--- src/rtl/tc_array.sv ---
// tc_array: bank of NUM_CH memory-mapped countdown timers (one-shot / auto-reload) with sticky
// write-1-to-clear pending status; define TC_ARRAY_PRESCALE_EN to add a per-channel 8-bit divider.
module tc_array #(
    parameter int          NUM_CH    = 2,
    parameter int          CNT_W     = 32,
    parameter logic [31:0] BASE_ADDR = 32'h0000_7F00
) (
    input  logic              clk,
    input  logic              reset,
    input  logic [31:0]       addr,
    input  logic              we,
    input  logic [31:0]       din,
    output logic [31:0]       dout,
    output logic [NUM_CH-1:0] irq,
    output logic              irq_any
);
    localparam logic [1:0]  ST_IDLE   = 2'd0;
    localparam logic [1:0]  ST_LOAD   = 2'd1;
    localparam logic [1:0]  ST_CNT    = 2'd2;
    localparam logic [1:0]  ST_INT    = 2'd3;
    localparam logic [1:0]  MODE_AUTO = 2'b01;
    localparam logic [31:0] SPAN      = 32'(16 * NUM_CH);

    logic [31:0]             rel;
    logic                    in_range;
    logic [1:0]              reg_sel;
    logic [NUM_CH-1:0]       ch_sel;
    logic [NUM_CH-1:0][31:0] rd_data;
    logic                    unused_bits;

    // Addresses below BASE_ADDR wrap to huge offsets and fall out of range.
    assign rel         = {addr[31:2], 2'b00} - BASE_ADDR;
    assign in_range    = (rel < SPAN);
    assign reg_sel     = rel[3:2];
    assign unused_bits = ^{addr[1:0], din};

    always_comb begin
        ch_sel = '0;
        for (int i = 0; i < NUM_CH; i++)
            ch_sel[i] = in_range && (rel[6:4] == 3'(i));
    end

    always_comb begin
        dout = '0;
        for (int i = 0; i < NUM_CH; i++)
            if (ch_sel[i]) dout = rd_data[i];
    end

    assign irq_any = |irq;

    for (genvar g = 0; g < NUM_CH; g++) begin : g_ch
        logic [1:0]       state;
        logic             en;
        logic             im;
        logic             pend;
        logic [1:0]       mode;
        logic [CNT_W-1:0] preset;
        logic [CNT_W-1:0] count;
        logic [7:0]       prescale_rd;
        logic             tick;
        logic             expire;
        logic             wr_ctrl;
        logic             wr_preset;
        logic             w1c;
        logic             reload;

        assign wr_ctrl   = we && ch_sel[g] && (reg_sel == 2'd0);
        assign wr_preset = we && ch_sel[g] && (reg_sel == 2'd1);
        assign w1c       = we && ch_sel[g] && (reg_sel == 2'd3) && din[0];
        assign expire    = (state == ST_CNT) && en && tick && (count <= CNT_W'(1));
        // Auto-reload only continues if EN survives, including a CTRL write on this same edge.
        assign reload    = (mode == MODE_AUTO) && en && !(wr_ctrl && !din[0]);

`ifdef TC_ARRAY_PRESCALE_EN
        logic [7:0] prescale;
        logic [7:0] psc_cnt;

        always_ff @(posedge clk or negedge reset) begin
            if (!reset) begin
                prescale <= '0;
                psc_cnt  <= '0;
            end else begin
                if (wr_ctrl) prescale <= din[15:8];
                if (state == ST_LOAD)
                    psc_cnt <= '0;
                else if (state == ST_CNT && en)
                    psc_cnt <= tick ? 8'd0 : psc_cnt + 8'd1;
            end
        end

        assign tick        = (psc_cnt == prescale);
        assign prescale_rd = prescale;
`else
        assign tick        = 1'b1;
        assign prescale_rd = 8'd0;
`endif

        always_ff @(posedge clk or negedge reset) begin
            if (!reset) begin
                state  <= ST_IDLE;
                en     <= 1'b0;
                im     <= 1'b0;
                mode   <= '0;
                pend   <= 1'b0;
                preset <= '0;
                count  <= '0;
            end else begin
                case (state)
                    ST_IDLE: if (en) state <= ST_LOAD;
                    ST_LOAD: begin
                        count <= preset;
                        state <= ST_CNT;
                    end
                    ST_CNT: begin
                        if (!en) begin
                            state <= ST_IDLE;
                        end else if (tick) begin
                            if (count <= CNT_W'(1)) begin
                                count <= '0;
                                state <= ST_INT;
                            end else begin
                                count <= count - CNT_W'(1);
                            end
                        end
                    end
                    default: state <= reload ? ST_LOAD : ST_IDLE;
                endcase

                // A software CTRL write overrides the hardware one-shot EN clear.
                if (wr_ctrl) begin
                    en   <= din[0];
                    mode <= din[2:1];
                    im   <= din[3];
                end else if (state == ST_INT && mode != MODE_AUTO) begin
                    en <= 1'b0;
                end

                if (wr_preset) preset <= din[CNT_W-1:0];
                pend <= expire || (pend && !w1c);
            end
        end

        assign rd_data[g] = (reg_sel == 2'd0) ? {16'd0, prescale_rd, 4'd0, im, mode, en}
                          : (reg_sel == 2'd1) ? 32'(preset)
                          : (reg_sel == 2'd2) ? 32'(count)
                          : {31'd0, pend};
        assign irq[g] = pend && im;
    end
endmodule
--- config.mk ---
export PLATFORM = sky130hd
export DESIGN_NAME = tc_array
export DESIGN_NICKNAME = d
export VERILOG_FILES = /design/src/rtl/tc_array.sv
export SDC_FILE = /design/constraint.sdc
export NUM_CORES = 1
export LEC_CHECK = 0
export ABC_AREA = 0
export CAP_MARGIN = 25
export CORE_UTILIZATION = 50
export CTS_CLUSTER_DIAMETER = 80
export DETAILED_ROUTE_END_ITERATION = 8
export GPL_ROUTABILITY_DRIVEN = 1
export PLACE_DENSITY = 0.79
export RECOVER_POWER = 50
export SYNTH_ARGS = -nofsm -noshare
export SYNTH_HDL_FRONTEND = slang
export SYNTH_SLANG_ARGS = --single-unit
export TNS_END_PERCENT = 100
--- constraint.sdc ---
create_clock -name clk -period 4.2 [get_ports clk]
set_input_delay 0.84 -clock clk [delete_from_list [all_inputs] [get_ports clk]]
set_output_delay 0.84 -clock clk [all_outputs]
set_load 0.02 [all_outputs]
# After elaboration in Yosys (flattened, before gate mapping)
# Index checks and enable logic that the tools add are counted.
dict set report op_classes {
  order_cmp 3
  n_mux 28
  n_eq_ne 20
  addsub 3
  n_reduce_logical 48
}
# operator count
set ops {}
lappend ops {{32-bit 2-to-1 mux} 12}
lappend ops {{32-bit case mux with 2 select lines} 2}
lappend ops {{32-bit by 1-bit <= comparator with 1-bit output, second input constant} 2}
lappend ops {{32-bit by 1-bit subtractor with 32-bit output, second input constant} 2}
lappend ops {{32-bit by 6-bit < comparator with 1-bit output, second input constant} 1}
lappend ops {{32-bit by 15-bit subtractor with 32-bit output, second input constant} 1}
lappend ops {{1-bit logical AND} 28}
lappend ops {{2-bit == test, second input constant} 6}
lappend ops {{2-bit 2-to-1 mux} 6}
lappend ops {{2-bit case mux with 3 select lines} 2}
lappend ops {{2-bit by 1-bit == test with 1-bit output, second input constant} 5}
lappend ops {{2-bit inequality test, second input constant} 4}
lappend ops {{2-bit AND reduction} 4}
lappend ops {{2-bit nonzero test} 4}
lappend ops {{2-bit zero test} 3}
lappend ops {{1-bit 2-to-1 mux} 6}
lappend ops {{3-bit by 2-bit inequality test with 1-bit output, second input constant} 2}
lappend ops {{1-bit zero test} 5}
lappend ops {{2-bit by 1-bit inequality test with 1-bit output, second input constant} 2}
lappend ops {{3-bit by 1-bit == test with 1-bit output, second input constant} 1}
lappend ops {{3-bit zero test} 1}
lappend ops {{1-bit logical OR} 2}
lappend ops {{2-bit OR reduction} 1}
dict set report word_totals {
  inputBits 67
  output_inout_bits 35
  regBits 142
  wordCells 116
}

# Depth between registers and ports, before layout
# Gate-level depths: netlist (run 1).
dict set report depth {
  ltp_word 10
  mapped_depth 10
  ltp_nobuf 8
}

# Least setup slack after synthesis (run 1)
# Ideal clock, no wire load.
dict set report synth_timing {
  path_kind {input to output}
  startpoint {input addr[17]}
  endpoint {output dout[22]}
  t_required_ps 3360
  slack_ps 294
  stages 8
  n_path_buf 2
  arrival_time_ps 3066
  cell_sequence {nor4_1 > nand3b_1 > a2111oi_1 > o31ai_2 > or2_2 > buf_2 > buf_2 > a211oi_1}
}
dict set report synth_between {
  elab_chain_len 5
  word_cells_on_any_way 6
  cone_classes {add/sub: 1; order compare: 1; mux: 2; reduce/logical: 2}
}
# item line_no
set synth_lines {}
lappend synth_lines {{from (decl)} 10} ;# input logic [31:0] addr,
lappend synth_lines {{32-bit by 15-bit subtractor with 32-bit output *} 32} ;# assign rel = {addr[31:2], 2'b00} - BASE_ADDR;
lappend synth_lines {{32-bit by 6-bit < comparator with 1-bit output *} 33} ;# assign in_range = (rel < SPAN);
lappend synth_lines {{1-bit logical AND} 40} ;# ch_sel[i] = in_range && (rel[6:4] == 3'(i));
lappend synth_lines {{32-bit 2-to-1 mux} 46} ;# if (ch_sel[i]) dout = rd_data[i];
lappend synth_lines {{32-bit 2-to-1 mux *} 46}
lappend synth_lines {{to (decl)} 13} ;# output logic [31:0] dout,
# Every way passes the cells marked *; elsewhere a longest branch is shown, timed or not.

# Worst setup path in the final report (run 1)
dict set report layout_timing {
  startpoint {input addr[15]}
  endpoint {output dout[11]}
}
# The elaborated chain is that of the path after synthesis.

==> metrics.txt, run 1 <==
Final Skew=roughly 0.0065 ns; initial antenna violation count=0; die width=131 um; DRC=0; main area contributors after synthesis=dfrtp_1, mux2_2, a22oi_1, a211oi_1, o21ai_0; Metal-1 WL=between 10,000 and 15,000 um; routed vias/inst=~6.8; multi-input logic area=4520 um2; Syn Area/Cell=between 9 and 10 um2; first drt pass iteration count=5; worst hold slack=0.521 ns; I/O pin count=a little over 100; die area=17,200 um2; Fillers=1,303; Leak=around 4.5 nW; Sequential Area=3550 um2; CP startpoint kind=input port; crit share post-route=0.973; cell area power density=318 nW/um2; hold path depth=1; cell area after synthesis=8360 um2; worst reg-to-reg path cell count=7; fin crit period=about 4.1 ns; met2 WL=approximately 12,000 um; postcts setup bufs=0; reg2reg end=g_ch[0].count[14]$_DFFE_PN0P_; grt ovf=0; Total Power=approximately 0.0032 W; clock transition at the registers of the reported paths=around 0.060 ns; Routed Wire Length=between 20,000 and 30,000 um; via count=8,020; Post-Syn Nets=roughly 940; Place WS=-0.400 ns; asr flop ratio synth=1.00; Peak VDD IR=between 0.0003 and 0.0004 V; Post-Synthesis Cells=865; Antenna Cells=0; Max-Cap Viols=2; first-pass GRT wire length=~43,000 um; setup ws final=~0.12 ns; Hold Path Origin=g_ch[1].count[27]$_DFFE_PN0P_; largest net degree at the start of global routing=just over 80; worst-margin pin slew=~2.0 ns; Layout Nets=1,025; Row Count=between 40 and 50; All-Layer GR Usage=0.317; placed insts=1,151; Synth Register Bits=142; area leader, netlist=dfrtp_1; status=complete, but fails checks; critical-path maximum fanout=12; Yosys Warn Count=0; DR iter-0 viols=just over 1k; post-synthesis sequential area ratio=0.425; unrepaired setup endpoints after global routing=no; H-Tree Depth=4; final std cells w/o fill=1,183; Critical Path Sink Type=output pin; clk buf depth=2; Post-synth EDFFs=0; routed length per placed instance=about 23 um; core area=16,100 um2; clk root buf=clkbuf_16; layout cell share with drive strength beyond 1=0.194; Synth top area share=0.425; maximum clock rate=between 0.2 and 0.25 GHz; initial core utilization=0.518; Detail Route Antenna Nets=0; setup TNS=0 ns; reg-to-reg setup timing slack=roughly 0.82 ns; reg2reg start=g_ch[0].count[1]$_DFFE_PN0P_; critical path start-end classification=input port to output pin; Netlist cell types=68; Die H=between 100 and 150 um; max_slew headroom=-0.348; Main synth FF type=dfrtp_1; routability congestion estimate from global placement=0.885; post-DP HPWL=18,300 um; number of global-route vias before repair=7,555; final hold vios=0; CTS Buf Count=17; Slew Limit Fails=145; Area Overhead vs Synth=22.0%; CTS tree=yes; endpoints failing setup=0; failing checks=max-capacitance violations, max-slew violations; HP Class=flop to flop; highest metal used=met4; DR WL met3=roughly 2500 um; Worst EP arrival=3.24 ns; worst hold endpoint=g_ch[1].count[27]$_DFFE_PN0P_; WP data required=between 3 and 4 ns; clock latency on the worst-skew pair=0.43 ns; Num Clock Sinks=roughly 140; I/O Buffers=between 90 and 100
## synthesized netlist by cell type (10+ instances only)
master	instances
a211oi_1	38
a21oi_1	37
a221o_1	11
a221oi_1	29
a22oi_1	41
a32oi_1	12
clkbuf_1	46
dfrtp_1	142
inv_1	20
mux2_2	63
mux2i_1	10
nand2_1	66
nand2b_1	11
nand3_1	22
nor2_1	51
nor3_1	40
nor4_1	15
o21ai_0	54
## what timing repair did
item,4_1_cts,5_1_grt
hold endpoints to repair,0,0
endpoints found under the setup margin,32,32
hold buffers,0,0
gates resized for setup,57,87
## worst max path at each step
stage             start       end  slack (ns)  depth (start not counted)
2_1_floorplan  addr[17]  dout[22]        0.29                          8
5_1_grt        addr[15]  dout[31]        0.03                         11
3_5_place_dp   addr[15]  dout[31]       -0.40                         10
3_3_place_gp   addr[15]  dout[16]       -0.43                          9
6_report       addr[15]  dout[11]        0.12                         10
4_1_cts        addr[15]   dout[8]       0.002                         10
## state kept, by name, indices dropped and copies added (netlist names)
signal / cells
g_ch.count: 64
g_ch.state: 4
g_ch.en: 2
g_ch.preset: 64
g_ch.pend: 2
g_ch.im: 2
g_ch.mode: 4
## through the flow
step | util | instance area, um2
final | 0.632 | 10200
after global routing | 0.632 | 10200
after CTS | 0.640 | 10300
after detailed placement | 0.600 | 9680
after global placement | 0.600 | 9680
after floorplan | - | 8360
## cell families after synthesis
| group | synth area share |
|---|---|
| mux | 0.112 |
| fa+ha+maj | 0.00599 |
| xor+xnor | 0.00105 |
| compound gates | 0.245 |
| buf+inv | 0.0425 |
| simple gates | 0.169 |
| flops | 0.425 |
## area by class of cell
class                   instances  area share
clock buffers                  21      0.0452
clock inverters                11      0.0183
inverters                      20     0.00737
multi-input cells             641       0.443
flip-flops and latches        142       0.349
well taps                     216      0.0265
repair buffers                132       0.110
## layer usage
layer,vias to the layer above,GRT usage
li1,3532,-
met1,3939,0.444
met2,490,0.497
met3,59,0.0505
met4,0,0.112
met5,-,0
## power breakdown
| part | total [W] | internal (W) | switching, W |
|---|---|---|---|
| registers | 0.00137 | 0.00137 | 0.000000000592 |
| clock network | 0.00168 | 0.00108 | 0.000595 |
| logic | 0.000196 | 0.0000820 | 0.000114 |
## worst max-delay path, stage by stage
cell,delay [ns]
clkdlybuf4s50_1,0.47
nor4_4,0.30
nand3b_1,0.16
buf_4,0.18
nor3_2,0.16
o31ai_2,0.09
or2_2,0.34
buf_4,0.19
a211oi_1,0.26
buf_2,0.23
## cell usage in the layout (no fill, tap or decap), types with 8 or more instances in the layout
cell	Yosys	routed
a22oi_1	41	41
mux2_2	63	63
nand3_1	22	22
mux2i_1	10	10
nand2b_1	11	11
a21oi_1	37	36
o21ai_0	54	54
a211oi_1	38	32
nand2_1	66	66
inv_1	20	20
a221o_1	11	11
nor4_1	15	14
clkbuf_2	0	22
a221oi_1	29	29
nor3_1	40	39
dfrtp_1	142	142
nand4_1	8	8
clkdlybuf4s50_1	0	63
buf_2	8	10
a32oi_1	12	12
buf_4	4	26
nor2_1	51	50
clkbuf_16	0	17
No activity file was read; power rests on OpenSTA's default activity.
==> run 2: changes to the inputs <==
--- a/config.mk
+++ b/config.mk
@@ -7,11 +7,13 @@
 export LEC_CHECK = 0
 export ABC_AREA = 0
 export CAP_MARGIN = 25
-export CORE_UTILIZATION = 50
+export CELL_PAD_IN_SITES_DETAIL_PLACEMENT = 1
+export CELL_PAD_IN_SITES_GLOBAL_PLACEMENT = 1
+export CORE_UTILIZATION = 44
 export CTS_CLUSTER_DIAMETER = 80
 export DETAILED_ROUTE_END_ITERATION = 8
 export GPL_ROUTABILITY_DRIVEN = 1
-export PLACE_DENSITY = 0.79
+export PLACE_DENSITY = 0.87
 export RECOVER_POWER = 50
 export SYNTH_ARGS = -nofsm -noshare
 export SYNTH_HDL_FRONTEND = slang
==> run 2 against run 1 <==
  * The flow still finishes with violations (max-capacitance violations, max-slew violations)
  * Total power shrank 1.2%
  * Maximum frequency decreased by 0.96%
  * Die area rose by 13%
  * First-iteration DRC count grew 0.59%
  * Hold slack gained 0.0063 ns
  * Clock power is 3% lower
  * Worst setup slack lost 0.040 ns
  * Count of clock-buffer cells in the layout did not move
  * Critical path depth unchanged
  * Sequential power is essentially flat
  * Register-to-register slack got worse by 0.23 ns
  * Largest power group unchanged
  * Highest routed layer unchanged
==> metrics.txt, run 2 (same netlist as run 1, synthesis figures left out) <==
commonest non-fill, non-tap cell in the layout=dfrtp_1; internal power=0.00246 W (-3.0%); postcts setup bufs=0 (unchanged); Worst EP arrival=3.28 ns (+0.04 ns); Final Skew=0.00951 ns (+0.00301 ns); setup TNS=0 ns (unchanged); Critical Path Sink Type=output pin; maximum clock rate=0.242 GHz (-0.96%); initial antenna violation count=0 (unchanged); hold path depth=2 (+1); routed length per placed instance=28.0 um (+24%); max_slew headroom=-0.671 (-0.323); Comb pwr share=0.064 (+0.004); DR iter-0 viols=1,025 (+0.59%); Die H=140 um (+6.5%); largest net degree at the start of global routing=95 (+17%); grt ovf=0 (unchanged); endpoints failing setup=0 (unchanged); status=complete, but fails checks; Routed Wire Length=33,600 um (+26%); clock latency on the worst-skew pair=0.44 ns (about the same); fin crit period=4.12 ns (+0.0396 ns); I/O pin count=102 (unchanged); Layout Nets=1,025 (unchanged); Row Count=50 (+8.7%); reg-to-reg setup timing slack=0.59 ns (-0.23 ns); Peak VDD IR=0.000299 V (-7.8%); clk root buf=clkbuf_16; critical-path maximum fanout=17 (+5); WP data required=3.36 ns (about the same); Leak=4.46 nW (-0.22%); most frequent cells in the layout=dfrtp_1, nand2_1, mux2_2, clkdlybuf4s50_1, o21ai_0; layout cell share with drive strength beyond 1=0.190 (-0.00414); post-route core utilization=0.548 (-0.0840); I/O Buffers=99 (unchanged); crit share post-route=0.982 (+0.00942); via count=8,443 (+5.3%); critical path start-end classification=input port to output pin; final hold vios=0 (unchanged); die area=19,500 um2 (+13%); worst-margin pin slew=2.51 ns (+0.485 ns); post-DP HPWL=22,200 um (+21%); worst reg-to-reg path cell count=7 (unchanged); registers with the most flip-flops=g_ch.count: 64 flops, g_ch.preset: 64 flops; HP Class=flop to flop; Slew Limit Fails=95 (-34%); first drt pass iteration count=5 (unchanged); routed vias/inst=7.03 (+3.7%); DRC=0 (unchanged); Net Sw Frac=0.233 (+0.0142); sequential share of power=0.427 (+0.005); CTS Buf Count=17 (unchanged); H-Tree Depth=4 (unchanged); routability congestion estimate from global placement=0.877 (-0.88%); CTS tree=yes; initial core utilization=0.448 (-0.0703); cell area power density=313 nW/um2 (-1.6%); Antenna Cells=0 (unchanged); number of global-route vias before repair=8,822 (+17%); clock share of power=0.508 (-0.010); unrepaired setup endpoints after global routing=yes; core area=18,600 um2 (+16%); Detail Route Antenna Nets=0 (unchanged); All-Layer GR Usage=0.352 (+0.0348); first-pass GRT wire length=52,400 um (+22%); CP startpoint kind=input port; Sw Pwr=0.000745 W (+5.2%); Area Overhead vs Synth=22.4%; failing checks=max-capacitance violations, max-slew violations; Num Clock Sinks=142 (unchanged); clk buf depth=2 (unchanged); clock transition at the registers of the reported paths=0.06 ns (about the same); Max-Cap Viols=1 (-1); die width=140 um (+6.5%)
run 2: changes by cell type in the layout (fill, tap and decap cells not counted), sizes merged:
cell and change:
buf -3, bufinv -1, clkbuf -1, clkdlybuf4s15 +1, clkinv -1, clkinvlp +3
dlygate4sd1 +1, dlygate4sd2 +2, inv -1
run 2: final timing paths:
| path | startpoint | endpoint |
|---|---|---|
| max reg2reg | g_ch[0].state[0]$_DFFE_PN0P_ | g_ch[0].count[28]$_DFFE_PN0P_ |
| min reg2reg | g_ch[0].preset[14]$_DFFE_PN0P_ | g_ch[0].count[14]$_DFFE_PN0P_ |
| max | addr[15] | dout[31] |
| min | g_ch[0].preset[14]$_DFFE_PN0P_ | g_ch[0].count[14]$_DFFE_PN0P_ |
| max in group asynchronous | reset | g_ch[0].count[30]$_DFFE_PN0P_ |
| min in group asynchronous | reset | g_ch[0].preset[6]$_DFFE_PN0P_ |
run 2: routing by layer:
layer,wire [um],track usage,vias to the layer above
met4,1500,0.167,0
met5,0,0,-
met2,16500,0.584,473
li1,-,-,3537
met1,13200,0.435,4299
met3,2480,0.0764,134
run 2: critical path, stage by stage:
cell	delay (ns)
clkdlybuf4s50_1	0.46
nor4_4	0.31
nand3b_1	0.17
buf_4	0.19
nor3_2	0.18
o31ai_2	0.09
or2_4	0.34
buf_12	0.18
a211oi_1	0.28
buf_2	0.24
run 2: power by group through the flow:
stage | Combinational (W) | Clock [W] | Sequential [W]
floorplan | 0.0000540 | 0 | 0.00139
global placement | 0.000194 | 0 | 0.00139
CTS | 0.000203 | 0.00163 | 0.00137
global route | 0.000216 | 0.00168 | 0.00137
detailed placement | 0.000198 | 0 | 0.00139
finish | 0.000206 | 0.00163 | 0.00137
run 2: stage by stage:
step,hold WS (ns),setup WS (ns),instance area (um2),power [W],instances
2_1_floorplan,0.465,0.294,8360,0.00145,865
3_3_place_gp,0.489,-0.476,9730,0.00159,1169
3_5_place_dp,0.505,-0.712,9730,0.00159,1169
4_1_cts,0.519,-0.0546,10300,0.00320,1201
5_1_grt,0.555,-0.00400,10200,0.00327,1201
6_report,0.527,0.0757,10200,0.00320,1201
run 2: cell type report:
type / instances / area (um2)
fillers: 2094 / 8420
multi-input cells: 641 / 4520
flip-flops and latches: 142 / 3550
repair buffers: 132 / 1170
clock buffers: 21 / 450
well taps: 234 / 293
clock inverters: 11 / 165
inverters: 20 / 75.1
run 2: repair_timing:
action | in CTS | in global routing
cloned | 0 | 0
resized for setup | 61 | 72
hold buffers | 0 | 0
pin swaps | 0 | 0
endpoints found under the setup margin | 32 | 31
